## config.mk

```make
export PLATFORM = sky130hd
export DESIGN_NAME = legv8_decode_stage
export DESIGN_NICKNAME = d
export VERILOG_FILES = /design/src/rtl/legv8_pkg.sv /design/src/rtl/legv8_field_extract.sv /design/src/rtl/legv8_decode_stage.sv
export SDC_FILE = /design/constraint.sdc
export NUM_CORES = 1
export LEC_CHECK = 0
export CELL_PAD_IN_SITES_DETAIL_PLACEMENT = 1
export CELL_PAD_IN_SITES_GLOBAL_PLACEMENT = 2
export CORE_MARGIN = 2
export CORE_UTILIZATION = 33
export DETAILED_ROUTE_END_ITERATION = 8
export GPL_ROUTABILITY_DRIVEN = 0
export GPL_TIMING_DRIVEN = 0
export PLACE_DENSITY = 0.83
export SLEW_MARGIN = 5
export SYNTH_ARGS = -nofsm -noshare
export SYNTH_HDL_FRONTEND = slang
export SYNTH_SLANG_ARGS = --single-unit
```

## constraint.sdc

```tcl
create_clock -name clk -period 2.95 [get_ports clk]
set_clock_uncertainty 0.1 [all_clocks]
set_input_delay 0.59 -clock clk [delete_from_list [all_inputs] [get_ports clk]]
set_output_delay 0.59 -clock clk [all_outputs]
set_load 0.02 [all_outputs]
```

## src/rtl/legv8_pkg.sv

```systemverilog
// rtl/legv8_pkg.sv - LEGv8 decode formats, opcode patterns and field positions.
package legv8_pkg;

    typedef enum logic [2:0] {
        FMT_R   = 3'd0,
        FMT_I   = 3'd1,
        FMT_D   = 3'd2,
        FMT_B   = 3'd3,
        FMT_CB  = 3'd4,
        FMT_IW  = 3'd5,
        FMT_ILL = 3'd6
    } fmt_t;

    // Opcode patterns, each sized to the slice of [31:..] it is matched against
    localparam logic [5:0]  OP_B    = 6'b000101;
    localparam logic [7:0]  OP_CBZ  = 8'b10110100;
    localparam logic [7:0]  OP_CBNZ = 8'b10110101;
    localparam logic [8:0]  OP_MOVZ = 9'b110100101;
    localparam logic [9:0]  OP_ADDI = 10'b1001000100;
    localparam logic [9:0]  OP_SUBI = 10'b1101000100;
    localparam logic [10:0] OP_LDUR = 11'b11111000010;
    localparam logic [10:0] OP_STUR = 11'b11111000000;
    localparam logic [10:0] OP_ADD  = 11'b10001011000;
    localparam logic [10:0] OP_SUB  = 11'b11001011000;
    localparam logic [10:0] OP_AND  = 11'b10001010000;
    localparam logic [10:0] OP_ORR  = 11'b10101010000;
    localparam logic [10:0] OP_LSL  = 11'b11010011011;
    localparam logic [10:0] OP_LSR  = 11'b11010011010;

    localparam int RD_LSB    = 0;
    localparam int RN_LSB    = 5;
    localparam int SHAMT_LSB = 10;
    localparam int RM_LSB    = 16;
    localparam int OPC_LSB   = 21;

    typedef struct packed {
        fmt_t        fmt;
        logic [10:0] opcode;
        logic [4:0]  rd;
        logic [4:0]  rn;
        logic [4:0]  rm;
        logic [5:0]  shamt;
        logic        illegal;
    } dec_fields_t;

endpackage

```

## src/rtl/legv8_field_extract.sv

```systemverilog
// rtl/legv8_field_extract.sv - combinational decode of one LEGv8 word into fields and immediate.
module legv8_field_extract
    import legv8_pkg::*;
#(
    parameter int XLEN = 64
) (
    input  logic [31:0]     instr_i,
    output dec_fields_t     fields_o,
    output logic [XLEN-1:0] imm_o
);

    fmt_t fmt;

    always_comb begin
        fmt = FMT_ILL;
        if (instr_i[31:26] == OP_B)
            fmt = FMT_B;
        else if (instr_i[31:24] == OP_CBZ || instr_i[31:24] == OP_CBNZ)
            fmt = FMT_CB;
        else if (instr_i[31:23] == OP_MOVZ)
            fmt = FMT_IW;
        else if (instr_i[31:22] == OP_ADDI || instr_i[31:22] == OP_SUBI)
            fmt = FMT_I;
        else if (instr_i[31:21] == OP_LDUR || instr_i[31:21] == OP_STUR)
            fmt = FMT_D;
        else begin
            case (instr_i[31:21])
                OP_ADD, OP_SUB, OP_AND, OP_ORR, OP_LSL, OP_LSR: fmt = FMT_R;
                default: fmt = FMT_ILL;
            endcase
        end
    end

    // Fields a format does not use stay zero so downstream never sees stale bits
    always_comb begin
        fields_o         = '0;
        fields_o.fmt     = fmt;
        fields_o.opcode  = instr_i[OPC_LSB +: 11];
        fields_o.illegal = (fmt == FMT_ILL);
        imm_o            = '0;
        case (fmt)
            FMT_R: begin
                fields_o.rd    = instr_i[RD_LSB +: 5];
                fields_o.rn    = instr_i[RN_LSB +: 5];
                fields_o.rm    = instr_i[RM_LSB +: 5];
                fields_o.shamt = instr_i[SHAMT_LSB +: 6];
            end
            FMT_I: begin
                fields_o.rd = instr_i[RD_LSB +: 5];
                fields_o.rn = instr_i[RN_LSB +: 5];
                imm_o       = XLEN'(instr_i[21:10]);
            end
            FMT_D: begin
                fields_o.rd = instr_i[RD_LSB +: 5];
                fields_o.rn = instr_i[RN_LSB +: 5];
                imm_o       = XLEN'($signed(instr_i[20:12]));
            end
            FMT_B: begin
                imm_o = XLEN'($signed({instr_i[25:0], 2'b00}));
            end
            FMT_CB: begin
                fields_o.rd = instr_i[RD_LSB +: 5];
                imm_o       = XLEN'($signed({instr_i[23:5], 2'b00}));
            end
            FMT_IW: begin
                fields_o.rd = instr_i[RD_LSB +: 5];
                imm_o       = XLEN'(instr_i[20:5]);
            end
            default: ;
        endcase
    end

endmodule

```

## src/rtl/legv8_decode_stage.sv

```systemverilog
// rtl/legv8_decode_stage.sv - registered LEGv8 decode stage with main register plus one skid entry.
module legv8_decode_stage
    import legv8_pkg::*;
#(
    parameter int XLEN = 64,
    parameter int PC_W = 64
) (
    input  logic            clk,
    input  logic            rst_n,
    input  logic            flush,
    input  logic            in_valid,
    output logic            in_ready,
    input  logic [31:0]     instruction,
    input  logic [PC_W-1:0] pc_in,
    output logic            out_valid,
    input  logic            out_ready,
    output logic [2:0]      fmt_out,
    output logic [10:0]     opcode_out,
    output logic [4:0]      rd_out,
    output logic [4:0]      rn_out,
    output logic [4:0]      rm_out,
    output logic [5:0]      shamt_out,
    output logic [XLEN-1:0] imm_out,
    output logic [PC_W-1:0] pc_out,
    output logic            illegal_out
);

    dec_fields_t     dec_fields;
    logic [XLEN-1:0] dec_imm;

    legv8_field_extract #(.XLEN(XLEN)) u_extract (
        .instr_i  (instruction),
        .fields_o (dec_fields),
        .imm_o    (dec_imm)
    );

    logic            main_valid_q, main_valid_d;
    dec_fields_t     main_fields_q, main_fields_d;
    logic [XLEN-1:0] main_imm_q, main_imm_d;
    logic [PC_W-1:0] main_pc_q, main_pc_d;
    logic            skid_valid_q, skid_valid_d;
    dec_fields_t     skid_fields_q, skid_fields_d;
    logic [XLEN-1:0] skid_imm_q, skid_imm_d;
    logic [PC_W-1:0] skid_pc_q, skid_pc_d;
    logic            in_ready_q;

    logic accept;
    logic main_load;

    assign accept    = in_valid && in_ready_q;
    assign main_load = !main_valid_q || out_ready;

    always_comb begin
        main_valid_d  = main_valid_q;
        main_fields_d = main_fields_q;
        main_imm_d    = main_imm_q;
        main_pc_d     = main_pc_q;
        skid_valid_d  = skid_valid_q;
        skid_fields_d = skid_fields_q;
        skid_imm_d    = skid_imm_q;
        skid_pc_d     = skid_pc_q;
        if (flush) begin
            main_valid_d = 1'b0;
            skid_valid_d = 1'b0;
        end else if (main_load) begin
            // Skid is older than anything on the input, so it drains first
            if (skid_valid_q) begin
                main_valid_d  = 1'b1;
                main_fields_d = skid_fields_q;
                main_imm_d    = skid_imm_q;
                main_pc_d     = skid_pc_q;
                skid_valid_d  = 1'b0;
            end else begin
                main_valid_d = accept;
                if (accept) begin
                    main_fields_d = dec_fields;
                    main_imm_d    = dec_imm;
                    main_pc_d     = pc_in;
                end
            end
        end else if (accept) begin
            skid_valid_d  = 1'b1;
            skid_fields_d = dec_fields;
            skid_imm_d    = dec_imm;
            skid_pc_d     = pc_in;
        end
    end

    always_ff @(posedge clk or negedge rst_n) begin
        if (!rst_n) begin
            main_valid_q  <= 1'b0;
            main_fields_q <= '0;
            main_imm_q    <= '0;
            main_pc_q     <= '0;
            skid_valid_q  <= 1'b0;
            skid_fields_q <= '0;
            skid_imm_q    <= '0;
            skid_pc_q     <= '0;
            in_ready_q    <= 1'b1;
        end else begin
            main_valid_q  <= main_valid_d;
            main_fields_q <= main_fields_d;
            main_imm_q    <= main_imm_d;
            main_pc_q     <= main_pc_d;
            skid_valid_q  <= skid_valid_d;
            skid_fields_q <= skid_fields_d;
            skid_imm_q    <= skid_imm_d;
            skid_pc_q     <= skid_pc_d;
            in_ready_q    <= !skid_valid_d;
        end
    end

    assign in_ready    = in_ready_q;
    assign out_valid   = main_valid_q;
    assign fmt_out     = main_fields_q.fmt;
    assign opcode_out  = main_fields_q.opcode;
    assign rd_out      = main_fields_q.rd;
    assign rn_out      = main_fields_q.rn;
    assign rm_out      = main_fields_q.rm;
    assign shamt_out   = main_fields_q.shamt;
    assign illegal_out = main_fields_q.illegal;
    assign imm_out     = main_imm_q;
    assign pc_out      = main_pc_q;

endmodule

```

==> flow_metrics.tcl, run 1 <==
set metrics [dict create \
    cts_tree "done" \
    viasPerCell 5.118 \
    totalWireLength_mm 41.15 \
    synth_area_leaders "dfrtp_1 55%, nand2_1 12%, mux2i_1 6.5%" \
    worstSetupPathType "in -> reg" \
    crit_fanout 9 \
    synthAdderAreaFrac_pct 0 \
    cap_violations 0 \
    synth_cell_type_count 51 \
    synth_warnings 0 \
    slew_headroom_pct 39.08 \
    status "completed" \
    fillers 3985 \
    end_kind "flop" \
    setup_violations 0 \
    cp_data_arrival_time_ns 3.18 \
    synth_top_family_by_area "simple AND/OR/NAND/NOR gates" \
    layout-drive-gt1-share_pct 8.553 \
    worst_slew_pin_slew_ns 0.9011 \
    final_common_cell "nand2_1" \
    hold_viol 0 \
    grt_pass1_wl_mm 64.00 \
    post_drt_wl_per_cell_um 20.46 \
    cp.required_ns 3.29 \
    worstSkewPairLatency_ns 0.56 \
    dp_cells 1955 \
    core_area_um2 34630 \
    synth_edf_count 0 \
    grt_max_degree 102 \
    die_h_um 191.8 \
    final_cell_mix "375 x nand2_1, 265 x clkdlybuf4s50_1, 257 x dfrtp_1" \
    drtIter0Drc 565 \
    hold_path_class "reg -> reg" \
    initial_core_util_pct 33.61 \
    p_leak_nw 7.142 \
    synth.avg_cell_area_um2 9.447 \
    setup_ws_ns 0.1111 \
    die_area_um2 36790 \
    yosys.area.top_type "dfrtp_1" \
    fp-row-count 68 \
    synth_compound_gate_area_share_pct 14.03 \
    grtUsageTotal_pct 22.48 \
    cts_setup_buffers 0 \
    min_period_ns 2.839 \
    fin_cells 2011 \
    yosys.area_share.xor_xnor_pct 0 \
    area_growth_pct 38.06 \
    yosys.area.top_type_share_pct 55.47 \
    die_w_um 191.8 \
    cts_root_buf "clkbuf_16" \
    clkTransAtPathRegs_ns 0.06 \
    synth.yosys.seq_area_share_pct 55.70 \
    muxShareOfSynthArea_pct 6.837 \
    numCtsBuffers 30 \
    slowest_stage "clkdlybuf4s50_1" \
    route.detailed.drc 0 \
    peakVddDrop_mv 0.4519 \
    ant_nets 0 \
    ys_ff_latch 259 \
    routed-via-count 10290 \
    firstDrtPassIters 8 \
    synth_fp_nets 1333 \
    antenna_found_initial 2 \
    io_buffer_count 266 \
    synthCells 1232 \
    crit_family "simple AND/OR/NAND/NOR gates" \
    overflow 0 \
    cp-start-kind "primary input" \
    nets 1632 \
    synthSimpleGateAreaFrac_pct 18.16 \
    h-tree-depth 1 \
    ios 267 \
    fmax_mhz 352.3 \
    power_w 0.01042 \
    syn_area_um2 11640 \
    synthFlopType "dfrtp_1" \
    dp_worst_setup_slack_ns -0.7297 \
    grt_pass1_vias 11080 \
    maxSlewViolCount 0 \
    rsz0062_at_grt "false" \
    clk_path_buf_depth 3 \
    async_flop_share_pct 100.0 \
    slowest_delay_ns 0.66 \
    post-route-period-util_pct 96.23 \
    dp_hpwl_mm 29.48 \
    fin_hold_ws_ns 0.3741 \
    critPathBufInv 1 \
    cts_sinks 259 \
    path_cells "clkdlybuf4s50_1 -> nand3b_2 -> nor2_1 -> o21a_1 -> o41ai_2 -> a221o_1" \
    powerDensity_nw_per_um2 648.6 \
]
[stage by stage]
| stage | TNS (ns) | util [%] | instance area [µm²] |
|---|---|---|---|
| 6_report | 0 | 46.40 | 16070 |
| 5_1_grt | 0 | 46.39 | 16070 |
| 4_1_cts | 0 | 46.36 | 16050 |
| 3_5_place_dp | -118.17 | 43.12 | 14930 |
| 3_3_place_gp | -2903.85 | 42.94 | 14870 |
| 2_1_floorplan | 0 | - | 11640 |
[state kept, by name, indices dropped and copies added (netlist names), 5 cells and up]
signal         cells
pc_out            64
imm_out           28
rd_out             5
skid_pc_q         64
rm_out             5
skid_imm_q        28
shamt_out          6
skid_fields_q     36
opcode_out        11
rn_out             5
[cell usage after synthesis (all sizes together) (9+ instances only)]
master / n
a21oi: 64
a222oi: 17
buf: 55
a22oi: 9
o21ai: 125
nand3: 24
and3: 24
a31oi: 12
nor2: 42
clkbuf: 67
mux2i: 75
nand2: 375
a22o: 10
dfrtp: 258
[final cells by class]
cell class / instances / area, µm² / share of cell area [%]
multi-input cells: 849 / 4558 / 28.37
clock buffers: 38 / 852.1 / 5.303
plain buffers: 120 / 613.1 / 3.816
inverters: 2 / 7.507 / 0.04672
clock inverters: 18 / 249.0 / 1.550
well taps: 455 / 569.3 / 3.543
flip-flops and latches: 259 / 6484 / 40.35
diodes: 1 / 2.502 / 0.01557
repair buffers: 269 / 2733 / 17.01
[metal layers]
layer / global-route usage [%] / up-vias / routed length [µm]
met5: 0 / - / 12
met3: 7.345 / 56 / 3473
met2: 38.06 / 291 / 19590
li1: - / 4787 / -
met4: 5.710 / 2 / 872
met1: 27.59 / 5157 / 17200
[path summary, 6_finish.rpt]
| check | startpoint | endpoint | slack, ns | cells after the start |
|---|---|---|---|---|
| hold / removal | skid_pc_q[17]$_DFFE_PN0P_ | skid_pc_q[17]$_DFFE_PN0P_ | 0.37 | 2 |
| hold reg to reg | skid_pc_q[17]$_DFFE_PN0P_ | skid_pc_q[17]$_DFFE_PN0P_ | 0.37 | 2 |
| max in group asynchronous | rst_n | skid_pc_q[33]$_DFFE_PN0P_ | 1.32 | 3 |
| setup / recovery | instruction[23] | imm_out[22]$_DFFE_PN0P_ | 0.11 | 6 |
| min in group asynchronous | rst_n | skid_pc_q[4]$_DFFE_PN0P_ | 0.49 | 2 |
| setup reg to reg | in_ready$_DFF_PN1_ | rn_out[2]$_DFFE_PN0P_ | 0.18 | 6 |
[worst reg2reg max path: stages, from the launching register on]
cell      delay (ns)
dfstp_2         0.55
a21oi_1         0.12
nor3_2          0.51
clkbuf_1        0.58
clkbuf_1        0.57
nor2_1          0.11
a31oi_1         0.15
[cells by family (layout without fill, tap and decap cells)]
group,after synthesis,count (layout)
compound gates,271,271
mux,79,79
other cells,0,1
simple gates,499,499
flops,259,259
buf+inv,124,447
[power breakdown]
part	internal, W	switching (W)	leakage (nW)	total [W]
Combinational	0.000846	0.00107	3.28	0.00191
Sequential	0.00408	0.000301	3.32	0.00438
Clock	0.00256	0.00157	0.545	0.00413
[repair_timing]
item / in CTS / in global routing
endpoints found under the setup margin: 131 / 73
gates resized for setup: 7 / 15
hold buffers: 1 / 0
endpoints found under the hold margin: 61 / 0
(Power assumes the default switching activity.)
==> run 2: changes to the inputs <==
- SKIP_LAST_GASP: default -> 1
==> results of run 2 <==
No change in the layout: final DEF, timing and power equal those of run 1.
==> run 3: changes to the inputs <==
- CORE_MARGIN: 2 -> 5
==> flow_metrics.tcl, run 3 (synthesis results as in run 1) <==
set metrics [dict create \
    status "completed" \
    totalWireLength_mm 41.63 \
    numCtsBuffers 30 \
    fp-row-count 68 \
    critPathBufInv 2 \
    core_area_um2 34710 \
    viasPerCell 5.085 \
    cts_root_buf "clkbuf_16" \
    path_cells "buf_4 -> clkdlybuf4s50_1" \
    area_growth_pct 37.39 \
    cts_tree "done" \
    overflow 0 \
    dp_cells 1955 \
    regArea_um2 6484 \
    dp_worst_setup_slack_ns -0.7794 \
    fin_cells 2008 \
    grt_max_degree 111 \
    powerDensity_nw_per_um2 638.9 \
    maxSlewViolCount 0 \
    placed_cell_area_um2 14930 \
    cap_violations 0 \
    post_drt_wl_per_cell_um 20.73 \
    layout-drive-gt1-share_pct 7.672 \
    end_kind "output pin" \
    fillers 3974 \
    busiest_layer "met2" \
    ios 267 \
    grtUsageTotal_pct 21.13 \
    worstSetupPathType "reg -> out" \
    final_common_cell "nand2_1" \
    crit_fanout 38 \
    clkTransAtPathRegs_ns 0.06 \
    grtUsageMet2_pct 35.75 \
    slew_headroom_pct 37.44 \
    cp_data_arrival_time_ns 2.12 \
    drtIter0Drc 563 \
    multiInputGateArea_um2 4556 \
    crit_family "buffers and inverters" \
    firstDrtPassIters 6 \
    worstSkewPairLatency_ns 0.55 \
    antenna_found_initial 5 \
    rsz0062_at_grt "false" \
    die_h_um 197.8 \
    fmax_mhz 355.8 \
    worst_slew_pin_slew_ns 0.9254 \
    initial_core_util_pct 33.53 \
    cts_setup_buffers 0 \
    slowest_delay_ns 0.75 \
    peakVddDrop_mv 0.3969 \
    ant_nets 0 \
    slowest_stage "dfrtp_2" \
    die_area_um2 39120 \
    setup_violations 0 \
    setup_ws_ns 0.1395 \
    hold_viol 0 \
    grt_pass1_wl_mm 65.92 \
    routed-via-count 10210 \
    final_cell_area_um2 15990 \
    route.detailed.drc 0 \
    cp-start-kind "flop" \
    use_met1_pct 27.09 \
    h-tree-depth 1 \
    min_period_ns 2.811 \
    final_cell_mix "375 x nand2_1, 265 x clkdlybuf4s50_1, 257 x dfrtp_1" \
    io_buffer_count 266 \
    cp.required_ns 2.26 \
    nets 1632 \
    final_util_pct 46.06 \
    tns_ns 0 \
    dp_hpwl_mm 30.01 \
    p_leak_nw 7.092 \
    grt_pass1_vias 11240 \
    cts_sinks 259 \
    die_w_um 197.8 \
    clk_path_buf_depth 3 \
    hold_path_class "reg -> reg" \
    post-route-period-util_pct 95.27 \
    use_met3_pct 6.296 \
]
run 3: changes by cell type in the layout (fill, tap and decap cells not counted), sizes merged:
cell | previous run | this run
clkbuf | 103 | 108
clkinv | 10 | 5
bufinv | 6 | 4
clkinvlp | 2 | 0
diode | 1 | 2
run 3: stage by stage:
stage               hold WS (ns)  total power [W]
floorplan                 0.1944         0.005268
global placement          0.3533         0.006317
detailed placement        0.3628         0.006380
CTS                       0.3771          0.01036
global route              0.3976          0.01073
finish                    0.3710          0.01022
run 3: layout make-up:
type	instances	area share, %
antenna	2	0.03130
buffer	120	3.795
clock buffer	43	5.509
clock inverter	9	0.9311
inverter	2	0.04695
multi-input combinational	849	28.49
sequential	259	40.55
tap	455	3.560
timing repair buffer	269	17.09
run 3: final timing paths:
kind                                            from                         to  slack (ns)  cells past startpoint
min in group asynchronous                      rst_n    imm_out[62]$_DFFE_PN0P_        0.50                      2
hold / removal             skid_pc_q[40]$_DFFE_PN0P_  skid_pc_q[40]$_DFFE_PN0P_        0.37                      2
setup / recovery             imm_out[62]$_DFFE_PN0P_                imm_out[31]        0.14                      2
setup reg to reg                  in_ready$_DFF_PN1_      rd_out[4]$_DFFE_PN0P_        0.22                      6
max in group asynchronous                      rst_n     pc_out[47]$_DFFE_PN0P_        1.29                      3
hold reg to reg            skid_pc_q[40]$_DFFE_PN0P_  skid_pc_q[40]$_DFFE_PN0P_        0.37                      2
run 3: routing by layer:
metal	up-vias	wire length (µm)
li1	4773	-
met1	5086	17390
met2	279	20080
met3	63	3304
met4	10	785
met5	-	75
run 3: worst register-to-register path, cell delays in order (launching register included):
cell and delay [ns]:
dfstp_2 0.55, a21oi_1 0.12, or3_1 0.59, clkbuf_2 0.33, nor2_1 0.66, nand2_1 0.13
o21ai_0 0.17
run 3: power breakdown:
group | switching [W] | internal, W
logic | 0.00107 | 0.000845
registers | 0.000307 | 0.00408
clock network | 0.00151 | 0.00240
total | 0.00289 | 0.00733
run 3: repair_timing:
item                                    4_1_cts  5_1_grt
resized for setup                             5        7
hold buffers                                  1        0
hold endpoints to repair                     65        0
endpoints found under the setup margin      125       75
==> RTL edit 1: new RTL, flow settings as in run 1 <==
Set the package constant `SHAMT_LSB` to 5 (it was 10).
--- a/src/rtl/legv8_pkg.sv
+++ b/src/rtl/legv8_pkg.sv
@@ -30,5 +30,5 @@
     localparam int RD_LSB    = 0;
     localparam int RN_LSB    = 5;
-    localparam int SHAMT_LSB = 10;
+    localparam int SHAMT_LSB = 5;
     localparam int RM_LSB    = 16;
     localparam int OPC_LSB   = 21;
Function: not settled (the Yosys comparison gave no result); the edit may change what the design does.
==> RTL edit 1 against run 1 <==
Sequential cell count unchanged. Setup slack improved by 0.022 ns. Wire length rose by 1.5%. Power increased by 1.4%. Hold slack got worse by 0.19 ns. Synthesized area up 1.6%. Count of clock-buffer cells in the layout grew 2. Cell area increased by 1.0%. Largest cell class unchanged. Largest power group unchanged.
==> RTL edit 1: results (changes against run 1) <==
status completed; Syn Nets 1379 (+3.5%); async set-reset flop share out of synthesis 100.0% (unchanged); vias in the first global route 11019 (-0.53%); DP Cell Count 2003 (+2.5%); layout cells sized above 1 8.818% (+0.26 points); clock latency on the worst-skew pair 0.56 ns (about the same); Root Driver clkbuf_16; clock slew at reported path FFs 0.06 ns (about the same); Netlist cell types 55 (+7.8%); H-tree depth 1 (unchanged); GRT Total Usage 22.10% (-0.38 points); Critical Path Fanout Max 38 (+29); WP data arrival 2.13 ns (-1.05 ns); PortBufs 262 (-1.5%); Slew @ Worst Pin 1.004 ns (+0.1028 ns); TritonRoute pass-1 iters 6 (-2); Antenna Cells 0 (-1); post-synthesis instance total 1278 (+3.7%); Seq/Total Area, Yosys 54.81% (-0.88 points); most instantiated cells after synthesis 401 x nand2_1, 258 x dfrtp_1, 117 x o21ai_0; first-pass GRT wire length 65270 um (+2.0%); Lkg Pwr 7.199 nW (+0.81%); Post-DP Area 15090 sq um (+1.0%); DR vias 10482 (+1.8%); Int Power 7.613 mW (+1.7%); largest net degree at the start of global routing 113 (+11%); worst vdd ir 0.0004333 V (-4.1%); Post-Place Setup Slack -0.4100 ns (+0.3197 ns); Hold WC Path Type in -> reg; Starting DRT DRC Count 639 (+13%); Non-Filler Instances 2060 (+2.4%); Post-layout nets 1676 (+2.7%); CTS buffer count 30 (unchanged); Yosys Warn Count 0 (unchanged); post-CTS setup buffers 0 (unchanged); DRT Wirelength 41770 um (+1.5%); Clock Tree Buf Depth 3 (unchanged); Area contributors post-synth dfrtp_1 55%, nand2_1 13%, mux2i_1 6.4%; initial antenna violation count 1 (-1); DPL Wire Length 29490 um (about the same)
[RTL edit 1: cell types whose count changed in the layout (fill, tap and decap cells not counted), moves of 5 or more]
cell / change
a21oi_1: +5
a222oi_1: -7
a22oi_1: -8
and3_1: -10
buf_2: +15
clkbuf_2: -10
nand2_1: +26
nand3_1: +29
o211ai_1: +5
o21ai_0: -6
o22ai_1: +8
[RTL edit 1: worst max-delay path, cell delays in order, from the launching register on]
cell and delay, ns:
dfrtp_2 0.75, buf_4 0.20, clkdlybuf4s50_1 0.61
[RTL edit 1: kinds of logic (layout without fill, tap and decap cells)]
logic type,Yosys count,count (layout),synth area share [%]
simple gates,542,542,19.47
compound gates,266,266,13.20
flops,259,259,54.81
buf+inv,135,456,6.083
mux,76,76,6.433
[RTL edit 1: final cells by class]
class | count | area (sq um)
plain buffers | 132 | 709.4
clock buffers | 40 | 869.6
clock inverters | 16 | 265.3
fillers | 4084 | 19160
inverters | 3 | 11.26
multi-input cells | 884 | 4624
flip-flops and latches | 259 | 6484
well taps | 461 | 576.8
repair buffers | 265 | 2693
[RTL edit 1: what timing repair did]
item,4_1_cts,5_1_grt
resized for setup,1,4
setup endpoints to repair,37,4
hold buffers,1,0
hold endpoints to repair,70,0
[RTL edit 1: through the flow]
step | setup TNS (ns) | hold WS, ns
2_1_floorplan | 0 | 0.1944
3_3_place_gp | -2745.26 | 0.3501
3_5_place_dp | -39.27 | 0.3617
4_1_cts | 0 | 0.1680
5_1_grt | 0 | 0.1851
6_report | 0 | 0.1818
[RTL edit 1: power by group through the flow]
stage               registers (mW)  clock network [mW]  logic, mW
floorplan                     4.69                   0      0.601
global placement              4.43                   0       1.92
detailed placement            4.44                   0       1.96
CTS                           4.39                4.32       1.98
global route                  4.45                4.46       2.14
finish                        4.38                4.24       1.95
[RTL edit 1: metal layers]
layer	track usage (%)	part of all wire, %	wire length (um)
met2	35.67	46	19400
met1	31.00	46	19270
met4	4.213	1.3	550
met5	0	0.038	16
met3	4.446	6.1	2527
[RTL edit 1: worst paths after layout]
check                                        from                end  slack, ns  cells after the start
worst max-delay path                  imm_out[62]        imm_out[38]       0.13                      2
worst min-delay path              instruction[25]  skid_fields_q[26]       0.18                      3
worst max register to register       skid_valid_q         pc_out[48]       0.33                      8
worst min register to register  skid_fields_q[15]  skid_fields_q[15]       0.37                      2
max in group asynchronous                   rst_n      skid_pc_q[43]       0.85                      4
min in group asynchronous                   rst_n      opcode_out[2]       0.48                      2
==> RTL edit 2: new RTL, config.mk and constraints of run 1 <==
Made on the original files. Make the reset (`rst_n`) synchronous in one clocked block.
--- a/src/rtl/legv8_decode_stage.sv
+++ b/src/rtl/legv8_decode_stage.sv
@@ -87,5 +87,5 @@
     end
 
-    always_ff @(posedge clk or negedge rst_n) begin
+    always_ff @(posedge clk) begin
         if (!rst_n) begin
             main_valid_q  <= 1'b0;
Check against the original RTL: not settled (the Yosys comparison gave no result); the edit may change what the design does.
==> RTL edit 2 against run 1 <==
Sequential power fell by 16%. Count of clock-buffer cells in the layout rose by 6. Combinational power shrank 50%. Power decreased by 19%. Maximum frequency shrank 0.56%. Wire length up 7.4%. Sequential cell count did not move. Largest cell class is now multi-input combinational cells. Critical path depth stayed put. Synthesized area fell by 0.44%. Critical endpoint is now fmt_out[1]. Critical path type is now reg -> reg. Cell area fell by 1.6%. Setup slack got worse by 0.016 ns.
==> RTL edit 2: results (changes against run 1) <==
slowest stage delay, CP 0.72 ns (+0.06 ns); GRT Total Usage 23.68% (+1.2 points); initial antenna violation count 1 (-1); syn_area_per_cell 8.725 sq um (-7.6%); Hold WC Path Type in -> reg; DRT Wirelength 44210 um (+7.4%); post-CTS sizing 4 (-3); slowest CP cell clkbuf_1; PortBufs 260 (-2.3%); Cells on Worst Hold Path 3 (+1); Syn Nets 1429 (+7.2%); TritonRoute pass-1 iters 6 (-2); first-pass GRT wire length 66880 um (+4.5%); async set-reset flop share out of synthesis 0% (-100 points); worst hold start instruction[23]; FF-to-FF End fmt_out[1]; reg2reg path depth 6 (unchanged); met1 usage 29.57% (+2.0 points); vias in the first global route 11446 (+3.3%); Post-Place Setup Slack -0.7855 ns (-0.05585 ns); FF-to-FF setup slack 0.1 ns (-0.08 ns); Seq/Total Area, Yosys 44.75% (-11 points); Hold Worst Slack 0.2900 ns (-0.08407 ns); Critical Path Fanout Max 10 (+1); layout cells sized above 1 7.052% (-1.5 points); Final TNS setup 0 ns (unchanged); DP Cell Count 2043 (+4.5%); H-tree depth 1 (unchanged); Lkg Pwr 6.347 nW (-11%); worst vdd ir 0.0004703 V (+4.1%); Post-layout nets 1722 (+5.5%); status completed; GRT met3 Usage 5.306% (-2.0 points); Netlist cell types 52 (+2.0%); DR vias/cell 5.219 (+2.0%); Area contributors post-synth dfxtp_1 45%, nand2_1 9.4%, o211a_1 7.3%; largest net degree at the start of global routing 39 (-62%); most instantiated cells after synthesis 291 x nand2_1, 259 x dfxtp_1, 109 x clkbuf_1; Hold Crit Endpoint skid_fields_q[24]; Crit. Startpoint skid_valid_q; Yosys Warn Count 0 (unchanged); met2 usage 40.72% (+2.7 points); CTS buffer count 31 (+3.3%); clock latency on the worst-skew pair around 0.57 ns; Antenna Cells 0 (-1); FILL cells 4074 (+2.2%); DPL Wire Length 32330 um (+9.7%); Starting DRT DRC Count 702 (+24%); Slew @ Worst Pin 0.9359 ns (+0.03483 ns); Post-DP Area 14760 sq um (-1.1%); Non-Filler Instances 2100 (+4.4%); WP data arrival 3.26 ns (+0.08 ns)
## RTL edit 2: cell count changes after synthesis, moves of 20 or more
cell	before	now
a21boi_0	0	106
a21oi_1	63	32
a221oi_1	0	20
and3_1	24	1
clkbuf_1	67	109
dfrtp_1	258	0
dfxtp_1	0	259
nand2_1	375	291
nand3_1	24	46
nor3b_1	1	32
o211a_1	0	85
o21ai_0	123	55
## RTL edit 2: power by group
part | total, mW | switching (mW) | internal (mW)
Clock | 3.84 | 1.56 | 2.28
Sequential | 3.67 | 0.0637 | 3.60
Combinational | 0.957 | 0.526 | 0.431
## RTL edit 2: how the worst max path moves through the flow
stage	end	slack, ns	cells past startpoint
final	fmt_out[1]	0.1	6
after global routing	imm_out[15]	0.006	8
after CTS	rd_out[0]	0.02	7
after detailed placement	skid_imm_q[15]	-0.79	7
after global placement	skid_imm_q[15]	-0.73	7
after floorplan	illegal_out	0.54	7
## RTL edit 2: critical path, delay by kind of cell (launching register included)
| family | cells | cell delay [ns] |
|---|---|---|
| buffers and inverters | 3 | 1.66 |
| AOI/OAI and AO/OA | 3 | 0.65 |
| DFF | 1 | 0.37 |
## RTL edit 2: metal layers
metal	vias to the layer above	part of all wire, %	wire length, um
met5	-	0.025	11
met4	2	2.7	1215
met3	73	6.7	2975
met2	329	48	21200
met1	5333	43	18810
li1	5223	-	-
## RTL edit 2: layout make-up
type	count	area [sq um]	share of cell area [%]
flip-flops and latches	259	5186	32.81
multi-input cells	905	5639	35.67
plain buffers	160	773.2	4.891
clock inverters	13	125.1	0.7915
well taps	455	569.3	3.601
inverters	3	11.26	0.07123
clock buffers	44	894.6	5.659
repair buffers	261	2610	16.51
## RTL edit 2: cells by family after synthesis
family	after synthesis	share of synthesized area, %
simple gates	465	17.88
mux	75	6.479
compound gates	365	24.16
flops	259	44.75
buf+inv	164	6.738
